### src/rtl/ham_pkg.sv
// Shared Hamming(7,4) link definitions: packet/bucket layouts plus syndrome and correction helpers.
package ham_pkg;

    localparam int unsigned PKT_W  = 11;
    localparam int unsigned IP_W   = 4;
    localparam int unsigned CW_W   = 7;
    localparam int unsigned DATA_W = 4;
    localparam int unsigned DB_W   = 8;
    localparam logic [1:0]  SRC_CORE = 2'd2;

    // cw = {D4,D3,D2,P4,D1,P2,P1}
    typedef struct packed {
        logic [CW_W-1:0] cw;
        logic [IP_W-1:0] ip;
    } ham_pkt_t;

    // data = {D4,D3,D2,D1}
    typedef struct packed {
        logic [DATA_W-1:0] data;
        logic [IP_W-1:0]   ip;
    } db_word_t;

    function automatic logic [2:0] ham74_syndrome(input logic [CW_W-1:0] cw);
        logic s0, s1, s2;
        s0 = cw[0] ^ cw[2] ^ cw[4] ^ cw[6];
        s1 = cw[1] ^ cw[2] ^ cw[5] ^ cw[6];
        s2 = cw[3] ^ cw[4] ^ cw[5] ^ cw[6];
        return {s2, s1, s0};
    endfunction

    // Syndrome value k points at codeword bit k-1; zero means no flip.
    function automatic logic [CW_W-1:0] ham74_correct(input logic [CW_W-1:0] cw);
        logic [2:0]      syn;
        logic [CW_W-1:0] fixed;
        syn   = ham74_syndrome(cw);
        fixed = cw;
        for (int i = 0; i < CW_W; i++) begin
            if (syn == 3'(i + 1)) fixed[i] = ~cw[i];
        end
        return fixed;
    endfunction

endpackage

### src/rtl/ham_sync_fifo.sv
// Single-clock circular FIFO; head entry is presented directly from storage.
module ham_sync_fifo #(
    parameter int unsigned WIDTH = 8,
    parameter int unsigned DEPTH = 4
) (
    input  logic                       clk,
    input  logic                       rst_n,
    input  logic                       push,
    input  logic [WIDTH-1:0]           wdata,
    input  logic                       pop,
    output logic [WIDTH-1:0]           rdata,
    output logic                       full,
    output logic                       empty,
    output logic [$clog2(DEPTH+1)-1:0] count
);

    localparam int unsigned PTR_W  = (DEPTH > 1) ? $clog2(DEPTH) : 1;
    localparam int unsigned FILL_W = $clog2(DEPTH + 1);

    logic [WIDTH-1:0] mem [DEPTH];
    logic [PTR_W-1:0] wr_ptr;
    logic [PTR_W-1:0] rd_ptr;
    logic             do_push;
    logic             do_pop;

    assign full    = (count == FILL_W'(DEPTH));
    assign empty   = (count == '0);
    assign do_pop  = pop && !empty;
    assign do_push = push && (!full || do_pop);
    assign rdata   = mem[rd_ptr];

    // Storage is cleared on reset so the head reads zero until the first write.
    always_ff @(posedge clk or negedge rst_n) begin
        if (!rst_n) begin
            for (int i = 0; i < DEPTH; i++) mem[i] <= '0;
            wr_ptr <= '0;
            rd_ptr <= '0;
            count  <= '0;
        end else begin
            if (do_push) begin
                mem[wr_ptr] <= wdata;
                wr_ptr      <= wr_ptr + PTR_W'(1);
            end
            if (do_pop) rd_ptr <= rd_ptr + PTR_W'(1);
            case ({do_push, do_pop})
                2'b10:   count <= count + FILL_W'(1);
                2'b01:   count <= count - FILL_W'(1);
                default: count <= count;
            endcase
        end
    end

endmodule

### src/rtl/ham_pkt_decoder.sv
// Receive endpoint: single-error-correcting Hamming(7,4) decode, tag filtering, output FIFO and debug counters.
module ham_pkt_decoder
    import ham_pkg::*;
#(
    parameter int unsigned DEPTH    = 4,
    parameter logic [1:0]  SRC_CTRL = SRC_CORE,
    parameter int unsigned CNT_W    = 8
) (
    input  logic             clk,
    input  logic             rst_n,
    input  logic             in_valid,
    output logic             in_ready,
    input  logic [PKT_W-1:0] in_pkt,
    input  logic [1:0]       in_ctrl,
    output logic             out_valid,
    input  logic             out_ready,
    output logic [DB_W-1:0]  out_data,
    output logic [CNT_W-1:0] corr_cnt,
    output logic [CNT_W-1:0] drop_cnt
);

    localparam int unsigned FILL_W = $clog2(DEPTH + 1);

    ham_pkt_t          s1_pkt;
    logic [1:0]        s1_ctrl;
    logic              s1_valid;
    logic [2:0]        syn_c;
    logic [CW_W-1:0]   cw_fix_c;
    db_word_t          word_c;
    db_word_t          head;
    logic              fifo_full;
    logic              fifo_empty;
    logic [FILL_W-1:0] fifo_count;
    logic              accept;
    logic              drain;
    logic              tag_ok;
    logic              push;
    logic              pop;

    assign syn_c    = ham74_syndrome(s1_pkt.cw);
    assign cw_fix_c = ham74_correct(s1_pkt.cw);
    assign word_c   = '{data: {cw_fix_c[6], cw_fix_c[5], cw_fix_c[4], cw_fix_c[2]}, ip: s1_pkt.ip};

    // Readiness depends only on stored state, so out_ready never reaches in_ready.
    assign in_ready  = !s1_valid || (fifo_count < FILL_W'(DEPTH));
    assign accept    = in_valid && in_ready;
    assign drain     = s1_valid && !fifo_full;
    assign tag_ok    = (s1_ctrl == SRC_CTRL);
    assign push      = drain && tag_ok;
    assign out_valid = !fifo_empty;
    assign pop       = out_valid && out_ready;
    assign out_data  = head;

    always_ff @(posedge clk or negedge rst_n) begin
        if (!rst_n) begin
            s1_valid <= 1'b0;
            s1_pkt   <= '0;
            s1_ctrl  <= '0;
        end else if (accept) begin
            s1_valid <= 1'b1;
            s1_pkt   <= ham_pkt_t'(in_pkt);
            s1_ctrl  <= in_ctrl;
        end else if (drain) begin
            s1_valid <= 1'b0;
        end
    end

    // Saturating debug counters.
    always_ff @(posedge clk or negedge rst_n) begin
        if (!rst_n) begin
            corr_cnt <= '0;
            drop_cnt <= '0;
        end else begin
            if (push && (syn_c != 3'd0) && (corr_cnt != '1)) corr_cnt <= corr_cnt + CNT_W'(1);
            if (drain && !tag_ok && (drop_cnt != '1))        drop_cnt <= drop_cnt + CNT_W'(1);
        end
    end

    ham_sync_fifo #(
        .WIDTH (DB_W),
        .DEPTH (DEPTH)
    ) u_fifo (
        .clk   (clk),
        .rst_n (rst_n),
        .push  (push),
        .wdata (word_c),
        .pop   (pop),
        .rdata (head),
        .full  (fifo_full),
        .empty (fifo_empty),
        .count (fifo_count)
    );

endmodule
### config.mk
export PLATFORM = sky130hd
export DESIGN_NAME = ham_pkt_decoder
export DESIGN_NICKNAME = d
export VERILOG_FILES = /design/src/rtl/ham_pkg.sv /design/src/rtl/ham_sync_fifo.sv /design/src/rtl/ham_pkt_decoder.sv
export SDC_FILE = /design/constraint.sdc
export NUM_CORES = 1
export LEC_CHECK = 0
export CORE_AREA = 2 2 116 95
export DETAILED_ROUTE_END_ITERATION = 6
export DIE_AREA = 0 0 118 97
export HOLD_SLACK_MARGIN = 0.1
export PLACE_DENSITY_LB_ADDON = 0.2
export SKIP_CTS_REPAIR_TIMING = 1
export SYNTH_ARGS = -nofsm -noshare
export SYNTH_HDL_FRONTEND = slang
export SYNTH_SLANG_ARGS = --single-unit
### constraint.sdc
create_clock -name clk -period 2.8 [get_ports clk]
set_input_delay 0.84 -clock clk [delete_from_list [all_inputs] [get_ports clk]]
set_output_delay 0.84 -clock clk [all_outputs]
set_load 0.02 [all_outputs]
==> run metrics, run 1 <==
Setup WS post-layout=between 0.3 and 0.4 ns; post-synthesis cell area=3530 um2; Setup-failing EPs final=0; syn nets=325; layout cells sized above 1=21.9%; Synth Flop Type=dfrtp_1; clk root buf=clkbuf_16; Synth Area in Adders=3.05%; flops & latches, synth=about 70; Req. time, crit path=between 1.5 and 2 ns; Reg2Reg Launch Point=s1_pkt[8]$_DFFE_PN0P_; Least-Margin Pin Slew=around 0.76 ns; post-route cell area=4410 um2; kind of critical path=flip-flop to output port; Setup crit start=u_fifo.rd_ptr[0]$_DFFE_PN0P_; number of CTS-inserted buffers=9; Setup crit end=out_data[5]; area fraction in compound gates after synthesis=9.16%; Post-Route WL=7190 um; core region area=~10000 um2; Die W=approximately 120 um; starting density of the core=approximately a third; DR WL/cell=between 10 and 15 um; Slew Viols, Final=0; Fillers=approximately 1000; post-place setup slack=0.231 ns; Syn Area/Cell=between 10 and 15 um2; Clock Skew=0.00404 ns; placed instance area=~4000 um2; DRT Pass-1 Iters=4; mux cell area share after synthesis=between 15 and 20%; DRC violations left=0; Tot GR Track Use=between 10% and 20%; Max Clock Freq=0.409 GHz; YS warnings=0; GRT Residual Overflow=0; port buffer count=42; largest family of logic cells by synthesized area=multiplexers; Critical Path Source Type=flip-flop; post-synthesis xor/xnor area fraction=between 7 and 8%; Netlist cell types=48; DIE HEIGHT=slightly below 100 um; initial antenna violation count=0; fin crit share=around 87%; crit path time final=between 2 and 2.5 ns; Final ANT Viol Nets=0; Avg Vias per Cell=4.97; DRT iter0 DRCs=95; Pleak=around 2 nW; H-tree depth=3; Clk Latency, worst-skew pair=between 0.3 and 0.4 ns; Clock Pin Slew Worst Setup and Hold Paths=approximately 0.060 ns; clk buf depth=2; total power=~5.1 mW; GPL Wtd Cong=about 0.78; Final Hold Vio Count=0; Crit. End Element=output port; HP Class=flip-flop to flip-flop; TritonCTS clock tree=built; crit-path max FO=7; commonest non-fill, non-tap cell in the layout=dfrtp_1; final std cells w/o fill=slightly below 500; sequential-to-total area share from yosys stat=about half; status=finished, final reports clean; reg2reg setup slack=between 0.4 and 0.5 ns; r2r endpoint=u_fifo.mem[28]$_DFFE_PN0P_; simple-gate share of the synthesized area=9.65%; RSZ-0062 raised after global routing=false; Max IR drop VDD=approximately 410 uV; placed instance count=about 480; Max-slew headroom=around half; Area growth, synth to finish=25.0%; most frequent cells in the layout=69 x dfrtp_1, 39 x mux2_2, 33 x clkdlybuf4s50_1; setup tns final=0 ns; Maximum Capacitance Violations=0; # nets final=about 370; # diodes=0; Clock Sink Count=between 60 and 70; vias in the first global route=roughly 2500; Cell Rows=33; first-pass GRT wire length=approximately 12000 um; Mapped Cells=300; EDFF count, synth=0; pin count of the biggest net entering global routing=27; I/O pin cnt=43; worst endpoint data arrival time=approximately 1.6 ns; pwr/cell area=between 1000 and 1500 nW/um2; die area=11400 um2; R2R depth=6; total number of vias=roughly 2400; Synth async-reset ratio=100%; Final HPWL DP=~4900 um
## routing by layer
| metal | part of all wire [%] | wire (um) | vias up | global-route usage, % |
|---|---|---|---|---|
| met5 | 0 | 0 | - | 0 |
| met4 | 1.2 | 84 | 0 | 4.45 |
| li1 | - | - | 1166 | - |
| met1 | 49 | 3500 | 1221 | 19.0 |
| met3 | 4.1 | 297 | 7 | 4.66 |
| met2 | 46 | 3300 | 44 | 20.3 |
## critical path, cell delays in order (launching register included)
cell,delay [ns]
dfrtp_1,0.39
buf_12,0.15
mux4_2,0.51
dlymetal6s2s_1,0.22
## synth_stat cells, drive strengths merged (5+ instances only)
| cell type | count | area share (%) |
|---|---|---|
| a21oi | 10 | 1.4 |
| a31oi | 5 | 0.89 |
| buf | 9 | 1.5 |
| clkbuf | 5 | 0.53 |
| dfrtp | 69 | 49 |
| ha | 7 | 2.5 |
| inv | 11 | 1.2 |
| mux2 | 39 | 12 |
| mux4 | 8 | 5.1 |
| nand2 | 25 | 2.7 |
| nand3 | 10 | 1.4 |
| nand4 | 5 | 0.89 |
| nor2 | 10 | 1.1 |
| o21ai | 23 | 3.3 |
| xnor2 | 16 | 4.2 |
| xor2 | 10 | 2.7 |
## logic make-up after synthesis
group | count (synthesis)
adder cells (fa/ha/maj) | 8
AND/OR/NAND/NOR | 68
multiplexers | 50
XOR/XNOR | 27
AO/OA/AOI/OAI | 53
flip-flops | 69
buffers and inverters | 25
## where the power goes
group	switching, mW	internal [mW]
registers	0.427	1.40
clock network	0.416	0.624
logic	1.07	1.17
total	1.91	3.20
## stage by stage
step / hold WS (ns) / util, %
finish: 0.476 / 43.2
global route: 0.517 / 43.2
CTS: 0.481 / 43.0
detailed placement: 0.468 / 40.3
global placement: 0.467 / 40.3
floorplan: 0.445 / -
## area by class of cell
class	instances	area [um2]	share of cell area, %
timing repair buffer	49	500	11.4
inverter	11	41.3	0.937
clock buffer	11	243	5.51
tap	140	175	3.98
multi-input combinational	206	1690	38.2
clock inverter	5	35.0	0.795
sequential	69	1730	39.2
## registers in the layout, summed over array words and instances (netlist names)
register       cells
corr_cnt           8
drop_cnt           8
s1_ctrl            2
s1_pkt            11
s1_valid           1
u_fifo.count       3
u_fifo.mem        32
u_fifo.rd_ptr      2
u_fifo.wr_ptr      2
## worst min path at each step
stage	from	to	slack [ns]	cells past startpoint
floorplan	u_fifo.mem[13]$_DFFE_PN0P_	u_fifo.mem[13]$_DFFE_PN0P_	0.44	2
global placement	u_fifo.mem[5]$_DFFE_PN0P_	u_fifo.mem[5]$_DFFE_PN0P_	0.47	2
finish	u_fifo.mem[13]$_DFFE_PN0P_	u_fifo.mem[13]$_DFFE_PN0P_	0.48	2
detailed placement	u_fifo.mem[13]$_DFFE_PN0P_	u_fifo.mem[13]$_DFFE_PN0P_	0.47	2
global route	u_fifo.count[0]$_DFFE_PN0P_	u_fifo.count[0]$_DFFE_PN0P_	0.52	1
CTS	u_fifo.mem[13]$_DFFE_PN0P_	u_fifo.mem[13]$_DFFE_PN0P_	0.48	2
Power figures use the tool's default switching activity.
==> run 2, diff against run 1 <==
--- a/config.mk
+++ b/config.mk
@@ -5,9 +5,9 @@
 export SDC_FILE = /design/constraint.sdc
 export NUM_CORES = 1
 export LEC_CHECK = 0
-export CORE_AREA = 2 2 116 95
+export CORE_AREA = 2 2 99 111
 export DETAILED_ROUTE_END_ITERATION = 6
-export DIE_AREA = 0 0 118 97
+export DIE_AREA = 0 0 101 113
 export HOLD_SLACK_MARGIN = 0.1
 export PLACE_DENSITY_LB_ADDON = 0.2
 export SKIP_CTS_REPAIR_TIMING = 1
==> run metrics, run 2 (same netlist as run 1, synthesis figures left out) <==
status=finished, final reports clean; max reg flops=32 (unchanged); GPL Wtd Cong=0.779 (-0.28%); layout cells sized above 1=22.1% (+0.13 points); GRT Residual Overflow=0 (unchanged); H-tree depth=3 (unchanged); Pleak=1.96 nW (-0.72%); Max Clock Freq=0.375 GHz (-8.4%); Critical Path Source Type=flip-flop; Setup WS post-layout=0.133 ns (-0.225 ns); Area growth, synth to finish=24.8%; first-pass GRT wire length=12100 um (-3.0%); Crit. End Element=output port; hold_ws=0.474 ns (-0.00150 ns); fin crit share=95.3% (+8.0 points); register area=1730 um2 (about the same); total power=5.19 mW (+1.5%); port buffer count=42 (unchanged); total number of vias=2401 (-1.5%); DRC violations left=0 (unchanged); # nets final=369 (-0.54%); clk buf depth=2 (unchanged); Final Hold Vio Count=0 (unchanged); clk root buf=clkbuf_16; Post-Route WL=7100 um (-1.3%); reg2reg setup slack=0.42 ns (-0.04 ns); crit-path max FO=2 (-5); crit path cell chain=mux4_2 -> clkdlybuf4s50_1; Fillers=1005 (+3.4%); die area=11400 um2 (-0.29%); Maximum Capacitance Violations=0 (unchanged); kind of critical path=flip-flop to output port; I/O pin cnt=43 (unchanged); DR WL/cell=15.0 um (+2.7%); Clock Skew=0.00355 ns (-0.000490 ns); DRT iter0 DRCs=84 (-12%); Multi-input gate area=1690 um2 (unchanged); vias in the first global route=2432 (-0.73%); # diodes=0 (unchanged); Final HPWL DP=4770 um (-3.3%); Setup crit start=u_fifo.rd_ptr[0]$_DFFE_PN0P_; DRT Pass-1 Iters=4 (unchanged); fin util=43.0% (-0.25 points); Tot GR Track Use=13.5% (-0.19 points); Final ANT Viol Nets=0 (unchanged); CP max stage delay=0.56 ns (+0.05 ns); core region area=10200 um2 (+0.48%); pin count of the biggest net entering global routing=70 (+160%); TritonCTS clock tree=built; Clock Sink Count=69 (unchanged); Max IR drop VDD=473 uV (+15%); starting density of the core=34.4% (-0.16 points); Die W=101 um (-14%); slowest cell on the critical path=clkdlybuf4s50_1; Max-slew headroom=52.0% (+3.0 points); crit path time final=2.67 ns (+0.225 ns); number of CTS-inserted buffers=9 (unchanged); Reg2Reg Launch Point=s1_pkt[8]$_DFFE_PN0P_; Clock Pin Slew Worst Setup and Hold Paths=0.06 ns (about the same); Avg Vias per Cell=5.09 (+2.4%); Clk Latency, worst-skew pair=0.33 ns (about the same); Largest Register=u_fifo.mem; setup tns final=0 ns (unchanged); DIE HEIGHT=113 um (+16%); Setup crit end=out_data[7]; top flop regs=u_fifo.mem: 32 flops, s1_pkt: 11 flops; post-place setup slack=0.193 ns (-0.0374 ns); most frequent cells in the layout=68 x dfrtp_1, 39 x mux2_2, 34 x clkdlybuf4s50_1; HP Class=flip-flop to flip-flop; R2R depth=6 (unchanged); Slew Viols, Final=0 (unchanged); r2r endpoint=u_fifo.mem[12]$_DFFE_PN0P_; pwr/cell area=1180 nW/um2 (+1.6%); Setup-failing EPs final=0 (unchanged); commonest non-fill, non-tap cell in the layout=dfrtp_1; worst endpoint data arrival time=1.83 ns (+0.23 ns); Least-Margin Pin Slew=0.715 ns (-0.0446 ns); initial antenna violation count=0 (unchanged); RSZ-0062 raised after global routing=false; Cell Rows=39 (+18%); Req. time, crit path=1.96 ns (about the same)
[run 2: cell types whose count changed in the layout (fill, tap and decap cells not counted), sizes merged]
cell	change
bufinv	+1
clkinv	-1
buf	-2
clkinvlp	+1
inv	+1
dlymetal6s2s	-1
clkdlybuf4s50	+1
clkbuf	-2
[run 2: area by class of cell]
class                           count  area share (%)
Tap cell                          123            3.50
Clock inverter                      7            1.65
Inverter                           11           0.938
Timing Repair Buffer               47            11.3
Multi-Input combinational cell    206            38.3
Sequential cell                    69            39.3
Clock buffer                        9            5.12
[run 2: layer usage]
layer	vias to the layer above	track usage, %	share of wire [%]
met5	-	0	0
met4	0	5.14	1.6
met3	8	3.21	3.0
met2	41	21.0	48
met1	1190	18.4	47
li1	1162	-	-
[run 2: critical path, delay by kind of cell (launching register included)]
family / cells / cell delay [ns]
buffers and inverters: 1 / 0.56
flip-flops: 1 / 0.41
multiplexers: 1 / 0.53
[run 2: metrics by stage]
step,cells,instance area (um2)
after global placement,456,4090
after CTS,472,4380
after detailed placement,456,4090
after floorplan,300,3530
final,472,4400
after global routing,472,4400
[run 2: report_power, final]
group | total, mW | internal, mW | switching (mW)
sequential | 1.83 | 1.40 | 0.424
clock | 1.13 | 0.692 | 0.435
combinational | 2.23 | 1.16 | 1.07
total | 5.19 | 3.26 | 1.93
[run 2: worst min path at each step]
stage	from	endpoint	slack [ns]	cells past startpoint
floorplan	u_fifo.mem[13]$_DFFE_PN0P_	u_fifo.mem[13]$_DFFE_PN0P_	0.44	2
global placement	u_fifo.mem[21]$_DFFE_PN0P_	u_fifo.mem[21]$_DFFE_PN0P_	0.46	2
detailed placement	u_fifo.mem[29]$_DFFE_PN0P_	u_fifo.mem[29]$_DFFE_PN0P_	0.47	2
CTS	u_fifo.mem[29]$_DFFE_PN0P_	u_fifo.mem[29]$_DFFE_PN0P_	0.48	2
global route	u_fifo.mem[29]$_DFFE_PN0P_	u_fifo.mem[29]$_DFFE_PN0P_	0.51	2
finish	u_fifo.mem[21]$_DFFE_PN0P_	u_fifo.mem[21]$_DFFE_PN0P_	0.47	2
==> run 3, diff against run 2 <==
--- a/config.mk
+++ b/config.mk
@@ -6,6 +6,7 @@
 export NUM_CORES = 1
 export LEC_CHECK = 0
 export CORE_AREA = 2 2 99 111
+export CTS_CLUSTER_DIAMETER = 120
 export DETAILED_ROUTE_END_ITERATION = 6
 export DIE_AREA = 0 0 101 113
 export HOLD_SLACK_MARGIN = 0.1
==> results of run 3 <==
The final DEF is identical to that of run 2; final timing and power are the same.
